## config.mk

```make
export PLATFORM = sky130hd
export DESIGN_NAME = tp_dis_loader
export DESIGN_NICKNAME = d
export VERILOG_FILES = /design/src/rtl/tp_dis_loader.sv
export SDC_FILE = /design/constraint.sdc
export NUM_CORES = 1
export LEC_CHECK = 0
export BUFFER_PORTS_ARGS = -buffer_cell sky130_fd_sc_hd__buf_2
export CAP_MARGIN = 20
export CORE_MARGIN = 2
export CORE_UTILIZATION = 30
export CTS_BUF_LIST = sky130_fd_sc_hd__clkbuf_16
export CTS_CLUSTER_DIAMETER = 100
export DETAILED_ROUTE_END_ITERATION = 8
export SLEW_MARGIN = 20
export SYNTH_ARGS = -nofsm -noshare
export SYNTH_HDL_FRONTEND = slang
export SYNTH_SLANG_ARGS = --single-unit
```

## constraint.sdc

```tcl
create_clock -name clk -period 1.8 [get_ports clk]
set_clock_uncertainty 0.1 [all_clocks]
set_input_delay 0.54 -clock clk [delete_from_list [all_inputs] [get_ports clk]]
set_output_delay 0.54 -clock clk [all_outputs]
set_load 0.02 [all_outputs]
```

## src/rtl/tp_dis_loader.sv

```systemverilog
// Distance-table loader: clears the diagonal, then writes each host
// upper-triangle beat to {r,c} and its mirror {c,r} in the node array.
package replica_pkg;
  localparam int city_num     = 4;
  localparam int city_num_log = 2;
  typedef logic [15:0] distance_data_t;
endpackage

module tp_dis_loader
  import replica_pkg::*;
#(
  parameter int CITY_NUM = city_num,
  parameter int CITY_LOG = city_num_log
) (
  input  logic                    clk,
  input  logic                    reset,
  input  logic                    start,
  input  logic                    s_valid,
  input  distance_data_t          s_data,
  input  logic                    s_last,
  output logic                    s_ready,
  output logic                    tp_dis_write,
  output logic [CITY_LOG*2-1:0]   tp_dis_waddr,
  output distance_data_t          tp_dis_wdata,
  output logic                    busy,
  output logic                    done,
  output logic                    err
);

  typedef enum logic [2:0] {
    IDLE,
    CLEAR,
    LOAD,
    MIRROR,
    DONE
  } state_t;

  localparam logic [CITY_LOG-1:0] LAST_R = CITY_LOG'(CITY_NUM - 2);
  localparam logic [CITY_LOG-1:0] LAST_C = CITY_LOG'(CITY_NUM - 1);

  state_t                 r_state;
  logic [CITY_LOG-1:0]    r_row;
  logic [CITY_LOG-1:0]    r_col;
  logic [CITY_LOG-1:0]    r_k;
  logic                   r_last;
  logic                   r_write;
  logic [CITY_LOG*2-1:0]  r_waddr;
  distance_data_t         r_wdata;
  logic                   r_done;
  logic                   r_err;
  logic                   w_is_last;

  assign w_is_last    = (r_row == LAST_R) && (r_col == LAST_C);
  assign s_ready      = (r_state == LOAD);
  assign busy         = (r_state != IDLE);
  assign tp_dis_write = r_write;
  assign tp_dis_waddr = r_waddr;
  assign tp_dis_wdata = r_wdata;
  assign done         = r_done;
  assign err          = r_err;

  always_ff @(posedge clk or posedge reset) begin
    if (reset) begin
      r_state <= IDLE;
      r_row   <= '0;
      r_col   <= '0;
      r_k     <= '0;
      r_last  <= 1'b0;
      r_write <= 1'b0;
      r_waddr <= '0;
      r_wdata <= '0;
      r_done  <= 1'b0;
      r_err   <= 1'b0;
    end else begin
      unique case (r_state)
        IDLE: begin
          r_write <= 1'b0;
          r_done  <= 1'b0;
          // The k=0 diagonal write is issued on the start edge itself
          if (start) begin
            r_err   <= 1'b0;
            r_row   <= '0;
            r_col   <= CITY_LOG'(1);
            r_k     <= CITY_LOG'(1);
            r_last  <= 1'b0;
            r_write <= 1'b1;
            r_waddr <= '0;
            r_wdata <= '0;
            r_state <= CLEAR;
          end
        end
        CLEAR: begin
          r_write <= 1'b1;
          r_waddr <= {r_k, r_k};
          r_wdata <= '0;
          if (r_k == LAST_C) begin
            r_state <= LOAD;
          end else begin
            r_k <= r_k + CITY_LOG'(1);
          end
        end
        LOAD: begin
          r_write <= 1'b0;
          if (s_valid) begin
            r_write <= 1'b1;
            r_waddr <= {r_row, r_col};
            r_wdata <= s_data;
            r_last  <= w_is_last;
            if (s_last != w_is_last) begin
              r_err <= 1'b1;
            end
            // Compare before increment so the index never wraps
            if (!w_is_last) begin
              if (r_col != LAST_C) begin
                r_col <= r_col + CITY_LOG'(1);
              end else begin
                r_row <= r_row + CITY_LOG'(1);
                r_col <= r_row + CITY_LOG'(2);
              end
            end
            r_state <= MIRROR;
          end
        end
        MIRROR: begin
          r_write <= 1'b1;
          r_waddr <= {r_waddr[CITY_LOG-1:0],
                      r_waddr[CITY_LOG*2-1:CITY_LOG]};
          r_state <= r_last ? DONE : LOAD;
        end
        DONE: begin
          r_write <= 1'b0;
          r_done  <= 1'b1;
          r_state <= IDLE;
        end
        default: begin
          r_write <= 1'b0;
          r_state <= IDLE;
        end
      endcase
    end
  end

endmodule

```

**After elaboration in Yosys (flattened, before gate mapping)**

Cells that the tools add are included.

- Output and inout bits: 25
- Bits of input ports: 21
- Register bits after elaboration: 33
- Bits in latches: 0
- Bits in writable memories: 0
- Logic and storage cells: 80
- Memories kept: 0
- Memory bits (read-only): 0

- Magnitude comparators: 0
- Multiplexer cells: 33
- Multipliers: 0
- Shift-type cells: 0
- Equal/unequal tests: 16
- Bitwise gates (word level): 0
- Add/sub/neg operators: 4
- Reduce and logical (&&, ||, !) cells: 17
- Div/mod/pow operators: 0

Operators by type and width:

| operator | number |
|---|---|
| $pmux 16 s3 | 1 |
| $mux 16 | 2 |
| $mux 2 | 9 |
| $pmux 4 s4 | 1 |
| $reduce_and 3->1 | 5 |
| $ne 2x2->1 const B | 7 |
| $mux 3 | 4 |
| $pmux 2 s2 | 3 |
| $pmux 3 s4 | 1 |
| $mux 4 | 2 |
| $reduce_and 4->1 | 2 |
| $add 2x1->2 const B | 3 |
| $eq 2x2->1 const B | 3 |
| $eq 3x2->1 const B | 2 |
| $mux 1 | 6 |
| $pmux 1 s2 | 3 |
| $reduce_bool 2->1 | 3 |
| $reduce_bool 3->1 | 2 |
| $reduce_and 5->1 | 1 |
| $reduce_bool 4->1 | 1 |
| $eq 3x1->1 const B | 1 |
| $eq 3x3->1 const B | 1 |
| $logic_not 3->1 | 1 |
| $pmux 1 s3 | 1 |
| other kinds (5) | 5 |

**Longest topological paths before layout**

Gate-level depths: netlist (run 1).

- Depth in word-level cells: 6
- Mapped depth: 5
- Gate-level depth less buffers: 5

**Worst setup path before layout (run 1)**

OpenSTA, ideal clock, no wires.

- Kind: register to output
- Start point: register r_state[1]
- End point: output busy
- Arrival: 1.191 ns
- Buffers on the path: 2
- Path slack: -0.031 ns
- Required time: 1.160 ns
- Stages on the path, launching flop included: 4
- Path through: dfrtp_1 > buf_4 > clkbuf_1 > or3_1

- Longest elaborated chain between the ends: 1

Ends and longest elaborated chain:

| element | line | source |
|---|---|---|
| from (decl) | 41 | `state_t r_state;` |
| from (signal assigned) | 128 | `r_state <= r_last ? DONE : LOAD;` |
| $reduce_bool 3->1 | 55 | `assign busy = (r_state != IDLE);` |
| to (decl) | 25 | `output logic busy,` |

No other way between the ends.

**Worst setup path in the final report (run 1)**

- Start point: register r_state[2]
- End point: output busy

Same word-level chain as after synthesis.

==> results.md, run 1 <==
- Outcome: finished, violations left
- Failing checks: setup timing
- Vias in the first global route: 1408
- Die H: 79.5 um
- R2R Path End: tp_dis_waddr[2]$_DFFE_PP0P_
- Post-Route WL: 3.78 mm
- Critical Path Source Type: flip-flop
- Drt first pass iters: 4
- Area fraction in compound gates after synthesis: 9.74%
- R2r setup slk: 70 ps
- Mean Syn Cell Area: ~10 um2
- Mux share of post-synthesis cell area: 17.4%
- Ant diodes: 0
- WP buf/inv: 1
- Wire per inst: 12.4 um
- Iter 0 DRT Violations: 32
- CTS tree: yes
- Number of flops mapped to enable cells by yosys: 0
- First-pass GRT wire length: 6.50 mm
- Num rows: 27
- Post-synth top cells: dfrtp_1 (33), inv_1 (27), nand2_1 (24)
- Dominant synthesized flop cell: dfrtp_1
- Final non-filler cell area: 2340 um2
- Synth Area in Adders: 2.93%
- Worst path top cell family by delay: flip-flops
- Worst EP required: 1160 ps
- Die area: 6320 um2
- Total chip power: 4.12 mW
- WP data arrival: 1220 ps
- Gr usage total: between 10% and 20%
- Max-cap violation count: 0
- Clk slew on worst S/H paths: 50 ps
- Asr flop ratio synth: 100%
- Pins Over Slew Limit: 0
- Endpoints failing setup: 1
- Placed Area: between 2000 and 2500 um2
- Worst Setup End Kind: primary output
- Clk_lat worst skew: approximately 280 ps
- Starting Density: 31.0%
- Power Density: around 1800 nW/um2
- Antenna violations before repair: 0
- Cell accounting for the most synthesized area: dfrtp_1
- Total congestion overflow: 0
- Fmax: between 500 and 600 MHz
- Routability Congestion: slightly below 0.8
- Cell area after synthesis: ~1700 um2
- Internal: 2.51 mW
- Power share of the clock group: 19.4%
- Register area share after synthesis: 48.3%
- Pleak: 1.22 nW
- Vias per cell: 4.52
- Cell variety after synth: 36
- Hold Crit Class: input pin to asynchronous set/reset pin
- Top cell type's share of synthesized area: 48.3%
- CTS H-Tree Depth: 2
- Share of post-route cells with drive strength above 1: between 30% and 40%
- Antenna viol nets, final: 0
- Worst Tran Pin Value: roughly 520 ps
- Unrepaired setup endpoints after global routing: yes
- Core Area: 5510 um2
- Placed insts: 288
- Layout area overhead: 37.0%
- Die W: between 70 and 80 um
- Final setup TNS: -59.0 ps
- Final Hold Fails: 0
- Fin cells: 304
- CTS max path bufs: 2
- Crit path time final: roughly 1900 ps
- Nets: 256
- Clock sinks: 33
- Simple-gate share of the synthesized area: 12.9%
- Top-count cell post-synth: dfrtp_1
- Detailed Place HPWL: 2.59 mm
- Hold WS: 253 ps
- Synth Register Bits: 33
- Period utilisation layout: 103%
- Vias: about 1400
- Largest net degree at the start of global routing: 34
- Drt drc: 0
- VDD IR max: 0.654 mV
- Worst-path cell with the longest stage delay: dfrtp_2
- Syn Nets: 190
- CTS buffer count: 5
- Root buf cell: clkbuf_16
- Flop pwr share: 28.8%
- WS Path Type: flip-flop to primary output
- Worst reg2reg path startpoint: r_state[1]$_DFFE_PP0P_
- Worst Reg2Reg Path Length in Cells: 5
- Psw: between 1.5 and 2 mW
- Crit-path cells: or3_4, buf_6
- Crit-path max FO: 4
- Synth top area cells: dfrtp_1 (48%), mux2i_1 (13%), inv_1 (5.9%)
- Gate power share: 51.8%
- Largest family of logic cells by synthesized area: multiplexers
- Slew HR: 64.5%
- Sw Share: 39.1%
- Post-route setup slack: -59.0 ps
- PortBufs: 45
- Cells after synthesis: 165
- Warnings from Yosys: 0
- Synth Area in XOR/XNOR: 0%
- Ports: 46
- Max incr delay on CP: 430 ps
-- cells by family (layout without fill, tap and decap cells) --
logic type / Yosys count / after routing
AOI/OAI and AO/OA: 22 / 22
and+or+nand+nor: 42 / 42
buffers and inverters: 35 / 102
DFF: 33 / 33
muxes: 29 / 29
adders and majority gates: 4 / 4
-- worst max path at each step --
stage                           startpoint              endpoint  slack [ps]  cells past startpoint
global route        r_state[1]$_DFFE_PP0P_                  busy         -80                      2
CTS                 r_state[2]$_DFFE_PP0P_                  busy         -70                      2
finish              r_state[2]$_DFFE_PP0P_                  busy         -60                      2
detailed placement    r_col[0]$_DFFE_PP0P_  r_row[1]$_DFFE_PP0P_           7                      4
floorplan           r_state[1]$_DFFE_PP0P_                  busy           6                      3
global placement      r_col[0]$_DFFE_PP0P_  r_row[1]$_DFFE_PP0P_          60                      4
-- stage by stage --
stage | worst slack (ps) | utilization, %
after floorplan | 6.20 | -
after global placement | 64.4 | 38.1
after detailed placement | 7.50 | 38.1
after CTS | -68.0 | 41.7
after global routing | -84.2 | 42.5
final | -59.0 | 42.5
-- repair_timing --
action                                 CTS  global route
buffers inserted                         6             2
gates resized for setup                  7             5
setup endpoints to repair                4             7
endpoints found under the hold margin    0             0
pin swaps                                1             0
hold buffers                             0             0
-- layer usage --
layer  global-route usage (%)  up-vias  wire length, um
met1                     16.3      642             1750
met5                        0        -                0
li1                         -      685                -
met4                     5.17        0               66
met2                     21.8       40             1730
met3                     4.30        7              239
-- layout make-up --
type	count	area, um2
fill	531	3160
sequential	33	830
multi-input combinational	97	771
timing repair buffer	67	412
clock buffer	5	125
inverter	27	101
tap	72	90.1
clock inverter	3	13.8
-- tightest hold or removal path, cell delays in order --
cell   delay (ps)
buf_2          90
inv_1          40
buf_4         370
-- power by group through the flow --
stage / clock, mW / combinational [mW] / sequential [mW]
after floorplan: 0 / 1.18 / 1.38
after global placement: 0 / 1.95 / 1.20
after detailed placement: 0 / 1.96 / 1.21
after CTS: 0.827 / 2.08 / 1.19
after global routing: 0.872 / 2.36 / 1.23
final: 0.800 / 2.13 / 1.19
-- cells in the final DEF, fill, tap and decap left out, types with 2 or more instances in the layout --
cell,instances
mux2_2,6
dfrtp_2,3
buf_2,43
nand2_1,24
nor3_1,2
clkbuf_16,5
dfrtp_1,30
mux2i_1,23
o21ai_0,2
inv_1,28
ha_1,4
nand4_1,2
and3b_1,3
clkinv_2,2
buf_4,22
a21oi_1,7
nor2_1,2
-- state kept, by name, indices dropped and copies added, names as in the netlist --
register and flops:
tp_dis_write 1, r_last 1, done 1, tp_dis_waddr 4
r_state 3, r_col 2, r_row 2, err 1
r_k 2, tp_dis_wdata 16
Power figures use the tool's default switching activity.
==> inputs of run 2 (changes only) <==
Settings changed: CORE_UTILIZATION 30 to 47, PLACE_DENSITY set to 0.75.
==> run 2 against run 1 <==
  * The flow still finishes with violations (setup timing)
  * Worst setup slack gained 4.0 ps
  * Wire length shrank 3.4%
  * Final cell count is 11% lower
  * Die area down 35%
  * Combinational power fell by 4%
  * Maximum frequency is 0.22% higher
  * Sequential power about the same
  * Critical endpoint unchanged
  * Largest power group unchanged
  * Highest routed layer unchanged
==> results.md, run 2 (synthesis results as in run 1) <==
- Die W: 64.3 um (-19%)
- Vias per cell: 4.99 (+10%)
- Fmax: 539 MHz (+0.22%)
- Pins Over Slew Limit: 0 (unchanged)
- Wire per inst: 13.5 um (+8.3%)
- Outcome: finished, violations left
- Starting Density: 50.0% (+19 points)
- Critical Path Source Type: flip-flop
- Die H: 64.3 um (-19%)
- Clk_lat worst skew: 270 ps (about the same)
- Failing checks: setup timing
- Vias in the first global route: 1345 (-4.5%)
- Drt drc: 0 (unchanged)
- Endpoints failing setup: 1 (unchanged)
- Post-route setup slack: -55.0 ps (+4.03 ps)
- Clk slew on worst S/H paths: 50 ps (about the same)
- Clock sinks: 33 (unchanged)
- Antenna viol nets, final: 0 (unchanged)
- Max incr delay on CP: 420 ps (about the same)
- Crit path time final: 1850 ps (-4.03 ps)
- PortBufs: 45 (unchanged)
- Core Area: 3420 um2 (-38%)
- Slew HR: 67.0% (+2.4 points)
- Vias: 1353 (-1.5%)
- Root buf cell: clkbuf_16
- Most frequent cells in the layout: buf_2 (43), dfrtp_1 (30), inv_1 (28)
- Largest net degree at the start of global routing: 34 (unchanged)
- Placed Area: 2050 um2 (-2.3%)
- Unrepaired setup endpoints after global routing: yes
- Ant diodes: 0 (unchanged)
- Period utilisation layout: 103% (-0.22 points)
- Hold Crit Class: input pin to asynchronous set/reset pin
- Antenna violations before repair: 0 (unchanged)
- Worst path top cell family by delay: flip-flops
- Worst Reg2Reg Path Length in Cells: 4 (-1)
- Pre-CTS setup slack: 8.61 ps (+1.12 ps)
- Crit-path max FO: 4 (unchanged)
- Share of post-route cells with drive strength above 1: 36.9% (-2.8 points)
- Total congestion overflow: 0 (unchanged)
- Reg area: 830 um2 (unchanged)
- Worst reg2reg path startpoint: r_col[0]$_DFFE_PP0P_
- R2r setup slk: 100 ps (+30 ps)
- Drt first pass iters: 4 (unchanged)
- Routability Congestion: 0.884 (+14%)
- Iter 0 DRT Violations: 44 (+38%)
- Worst Tran Pin Value: 489 ps (-28.7 ps)
- R2R Path End: r_row[1]$_DFFE_PP0P_
- CTS max path bufs: 2 (unchanged)
- Fin cells: 271 (-11%)
- Final Hold Fails: 0 (unchanged)
- Detailed Place HPWL: 2.50 mm (-3.3%)
- Crit-path cells: or3_4, buf_6
- First-pass GRT wire length: 6.27 mm (-3.6%)
- Num rows: 21 (-22%)
- WP buf/inv: 1 (unchanged)
- Worst Setup End Kind: primary output
- Placed insts: 260 (-9.7%)
- WS Path Type: flip-flop to primary output
- Pleak: 1.18 nW (-3.5%)
- Power Density: 1790 nW/um2 (+1.8%)
- CTS H-Tree Depth: 2 (unchanged)
- CTS tree: yes
- WP data arrival: 1210 ps (about the same)
- Max-cap violation count: 0 (unchanged)
- VDD IR max: 0.822 mV (+26%)
- CTS buffer count: 5 (unchanged)
- Die area: 4140 um2 (-35%)
- Nets: 250 (-2.3%)
- Layout area overhead: 31.0%
- Worst-path cell with the longest stage delay: dfrtp_2
- Final core utilization: 65.5% (+23 points)
- Post-Route WL: 3.65 mm (-3.4%)
- Fill count: 277 (-48%)
- Hold WS: 244 ps (-8.52 ps)
- Gr usage total: 20.5% (+7.1 points)
- Final non-filler cell area: 2240 um2 (-4.4%)
- Area of the multi-input gates: 751 um2 (-2.6%)
- Commonest non-fill, non-tap cell in the layout: buf_2
- Ports: 46 (unchanged)
- Largest register FFs: 16 (unchanged)
- Worst EP required: 1160 ps (about the same)
[run 2: cell types whose count changed in the layout (fill, tap and decap cells not counted), sizes merged]
| cell | change |
|---|---|
| buf | -6 |
| clkinv | -1 |
[run 2: worst max-delay path by stage]
stage | from | to | cells past startpoint
2_1_floorplan | r_state[1]$_DFFE_PP0P_ | busy | 3
3_3_place_gp | r_col[0]$_DFFE_PP0P_ | r_row[1]$_DFFE_PP0P_ | 4
3_5_place_dp | r_col[0]$_DFFE_PP0P_ | r_row[1]$_DFFE_PP0P_ | 4
4_1_cts | r_state[2]$_DFFE_PP0P_ | busy | 2
5_1_grt | r_state[0]$_DFFE_PP0P_ | busy | 2
6_report | r_state[1]$_DFFE_PP0P_ | busy | 2
[run 2: metrics by stage]
stage / power (mW) / TNS [ps]
floorplan: 2.57 / 0
global placement: 3.11 / 0
detailed placement: 3.14 / 0
CTS: 4.00 / -84.7
global route: 4.30 / -129
finish: 4.01 / -55.0
[run 2: final cells by class]
type                    instances  share of cell area, %
flip-flops and latches         33                   37.1
multi-input cells              97                   33.5
repair buffers                 61                   16.4
clock buffers                   5                   5.59
inverters                      27                   4.53
well taps                      46                   2.57
clock inverters                 2                  0.335
[run 2: layer usage]
layer  vias up  global-route usage (%)  share of wire (%)
li1        673                       -                  -
met1       637                    26.0                 47
met2        35                    31.8                 46
met3         8                    5.63                4.9
met4         0                    11.2                2.4
met5         -                       0                  0
[run 2: report_power, final]
group / leakage, nW / internal (mW) / switching (mW) / total (mW)
Combinational: 0.693 / 0.931 / 1.11 / 2.04
Clock: 0.0685 / 0.493 / 0.274 / 0.766
Sequential: 0.419 / 1.01 / 0.186 / 1.20
Total: 1.18 / 2.44 / 1.57 / 4.01
[run 2: worst register-to-register path, cell delays in order, from the launching register on]
cell and delay (ps):
dfrtp_1 430, ha_1 240, a21bo_2 250, a2111oi_2 410, o22ai_1 140
[run 2: what timing repair did]
action | 4_1_cts | 5_1_grt
setup endpoints to repair | 3 | 5
hold buffers | 0 | 0
buffers inserted | 3 | 1
pin swaps | 1 | 1
gates resized for setup | 7 | 3
gates cloned | 0 | 0
==> inputs of run 3 (changes only) <==
Settings changed: PLACE_DENSITY 0.75 to 0.82.
==> run 3 against run 2 <==
  * The run still ends with setup timing left
  * Clock-buffer cell count did not move
  * Via count rose by 2.1%
  * Sequential power barely moved
  * Utilization rose by 1.0 points
  * Flip-flop and latch count did not move
  * First-iteration DRC count fell by 9.1%
  * Critical path depth did not move
  * Die area did not move
  * Largest cell class unchanged
==> results.md, run 3 (synthesis results as in run 1) <==
- WS Path Type: flip-flop to primary output
- Final non-filler cell area: 2270 um2 (+1.6%)
- Post-Route WL: 3.63 mm (-0.55%)
- Final Hold Fails: 0 (unchanged)
- Power share of the clock group: 19.9% (+0.8 points)
- Max-cap violation count: 0 (unchanged)
- DR top layer: met4
- Share of post-route cells with drive strength above 1: 38.9% (+2.0 points)
- Vias: 1382 (+2.1%)
- CTS buffer count: 5 (unchanged)
- Outcome: finished, violations left
- Layout area overhead: 33.0%
- Worst EP required: 1160 ps (about the same)
- Metal2 WL: 1.74 mm (+4.1%)
- Die H: 64.3 um (unchanged)
- Clock sinks: 33 (unchanged)
- Drt drc: 0 (unchanged)
- Worst reg2reg path startpoint: r_state[1]$_DFFE_PP0P_
- Clk slew on worst S/H paths: 50 ps (about the same)
- Most frequent cells in the layout: buf_2 (43), dfrtp_1 (30), inv_1 (27)
- Starting Density: 50.0% (unchanged)
- CTS tree: yes
- Die W: 64.3 um (unchanged)
- DR WL met3: 201 um (+13%)
- Ports: 46 (unchanged)
- Vias per cell: 5.03 (+0.66%)
- Power Density: 1800 nW/um2 (+0.60%)
- Die area: 4140 um2 (unchanged)
- Drt first pass iters: 6 (+2)
- Hold Crit Class: input pin to asynchronous set/reset pin
- Worst Setup End Kind: primary output
- Worst Reg2Reg Path Length in Cells: 6 (+2)
- Pleak: 1.20 nW (+1.8%)
- Hold WS: 238 ps (-6.45 ps)
- Total congestion overflow: 0 (unchanged)
- Detailed Place HPWL: 2.59 mm (+3.4%)
- Sw Share: 39.3% (+0.17 points)
- Post-CTS Hold Fix Bufs: 0 (unchanged)
- Slew HR: 68.6% (+1.6 points)
- Internal: 2.48 mW (+1.9%)
- Failing checks: setup timing
- Final setup TNS: -66.2 ps (-11.2 ps)
- Largest register FFs: 16 (unchanged)
- R2R Path End: tp_dis_wdata[6]$_DFFE_PP0P_
- Fin cells: 275 (+1.5%)
- Fmax: 536 MHz (-0.60%)
- Wire per inst: 13.2 um (-2.0%)
- Vias in the first global route: 1355 (+0.74%)
- Num rows: 21 (unchanged)
- CP endpoint: busy
- Iter 0 DRT Violations: 40 (-9.1%)
- PortBufs: 45 (unchanged)
- M1 WL: 1.64 mm (-4.3%)
- Core Area: 3420 um2 (unchanged)
- Antenna viol nets, final: 0 (unchanged)
- Critical path startpoint: r_state[2]$_DFFE_PP0P_
- Gate power share: 51.2% (+0.3 points)
- Root buf cell: clkbuf_16
- Largest net degree at the start of global routing: 34 (unchanged)
- Psw: 1.61 mW (+2.6%)
- WP data arrival: 1230 ps (+20 ps)
- Placed insts: 262 (+0.77%)
- Post-route setup slack: -66.2 ps (-11.2 ps)
- Pre-CTS setup slack: 28.7 ps (+20.1 ps)
- CTS max path bufs: 2 (unchanged)
- Clk_lat worst skew: 280 ps (about the same)
- Endpoints failing setup: 1 (unchanged)
- Nets: 253 (+1.2%)
- Period utilisation layout: 104% (+0.62 points)
- Worst Tran Pin Value: 464 ps (-24.3 ps)
- Routability Congestion: 0.886 (+0.24%)
- Gr usage total: 19.3% (-1.2 points)
- Pins Over Slew Limit: 0 (unchanged)
- CTS H-Tree Depth: 2 (unchanged)
- VDD IR max: 0.895 mV (+8.9%)
- Crit-path max FO: 3 (-1)
- R2r setup slk: 60 ps (-40 ps)
- Critical Path Source Type: flip-flop
- First-pass GRT wire length: 6.04 mm (-3.5%)
- Commonest non-fill, non-tap cell in the layout: buf_2
- Unrepaired setup endpoints after global routing: yes
- Ant diodes: 0 (unchanged)
- Flop pwr share: 29.0% (-1.0 points)
- Placed Area: 2070 um2 (+0.73%)
- Fill count: 285 (+2.9%)
- Antenna violations before repair: 0 (unchanged)
- Crit path time final: 1870 ps (+11.2 ps)
## run 3: cell count changes in the layout (fill, tap and decap cells not counted), sizes merged
cell / before / now
buf: 61 / 64
clkinv: 1 / 2
clkinvlp: 0 / 1
inv: 28 / 27
## run 3: power groups by stage
| stage | Sequential, mW | Clock (mW) | Combinational [mW] |
|---|---|---|---|
| 6_report | 1.19 | 0.813 | 2.09 |
| 5_1_grt | 1.22 | 0.872 | 2.28 |
| 4_1_cts | 1.19 | 0.831 | 2.07 |
| 3_5_place_dp | 1.22 | 0 | 1.95 |
| 3_3_place_gp | 1.21 | 0 | 1.90 |
| 2_1_floorplan | 1.38 | 0 | 1.18 |
## run 3: layout make-up
| class | count | area (um2) | area share [%] |
|---|---|---|---|
| repair buffers | 64 | 389 | 17.1 |
| well taps | 46 | 57.6 | 2.53 |
| multi-input cells | 97 | 753 | 33.1 |
| inverters | 27 | 101 | 4.46 |
| flip-flops and latches | 33 | 830 | 36.5 |
| clock buffers | 5 | 125 | 5.50 |
| clock inverters | 3 | 17.5 | 0.771 |
## run 3: stage by stage
stage          total power [mW]  utilization (%)
5_1_grt                    4.38             66.6
6_report                   4.09             66.6
2_1_floorplan              2.57                -
4_1_cts                    4.08             66.1
3_5_place_dp               3.17             60.5
3_3_place_gp               3.12             60.5
## run 3: metal layers
layer / global-route usage, % / vias up
met5: 0 / -
met1: 23.2 / 652
met3: 5.63 / 6
met2: 32.8 / 41
met4: 7.18 / 0
li1: - / 683
## run 3: how the worst min path moves through the flow
stage / slack [ps] / from / to / cells after the start
finish: 240 / reset / tp_dis_wdata[9]$_DFFE_PP0P_ / 3
global route: 280 / reset / tp_dis_wdata[9]$_DFFE_PP0P_ / 3
CTS: 250 / reset / tp_dis_wdata[9]$_DFFE_PP0P_ / 3
detailed placement: 400 / r_last$_DFFE_PP0P_ / r_last$_DFFE_PP0P_ / 1
global placement: 380 / r_last$_DFFE_PP0P_ / r_last$_DFFE_PP0P_ / 1
floorplan: 360 / r_last$_DFFE_PP0P_ / r_last$_DFFE_PP0P_ / 1
## run 3: timing repair
action	4_1_cts	5_1_grt
buffers inserted	5	0
endpoints found under the setup margin	2	7
resized for setup	5	5
pin swaps	0	1
## run 3: critical path, cell delays in order, from the launching register on
cell and delay [ps]:
dfrtp_2 420, or3_4 390, buf_6 140
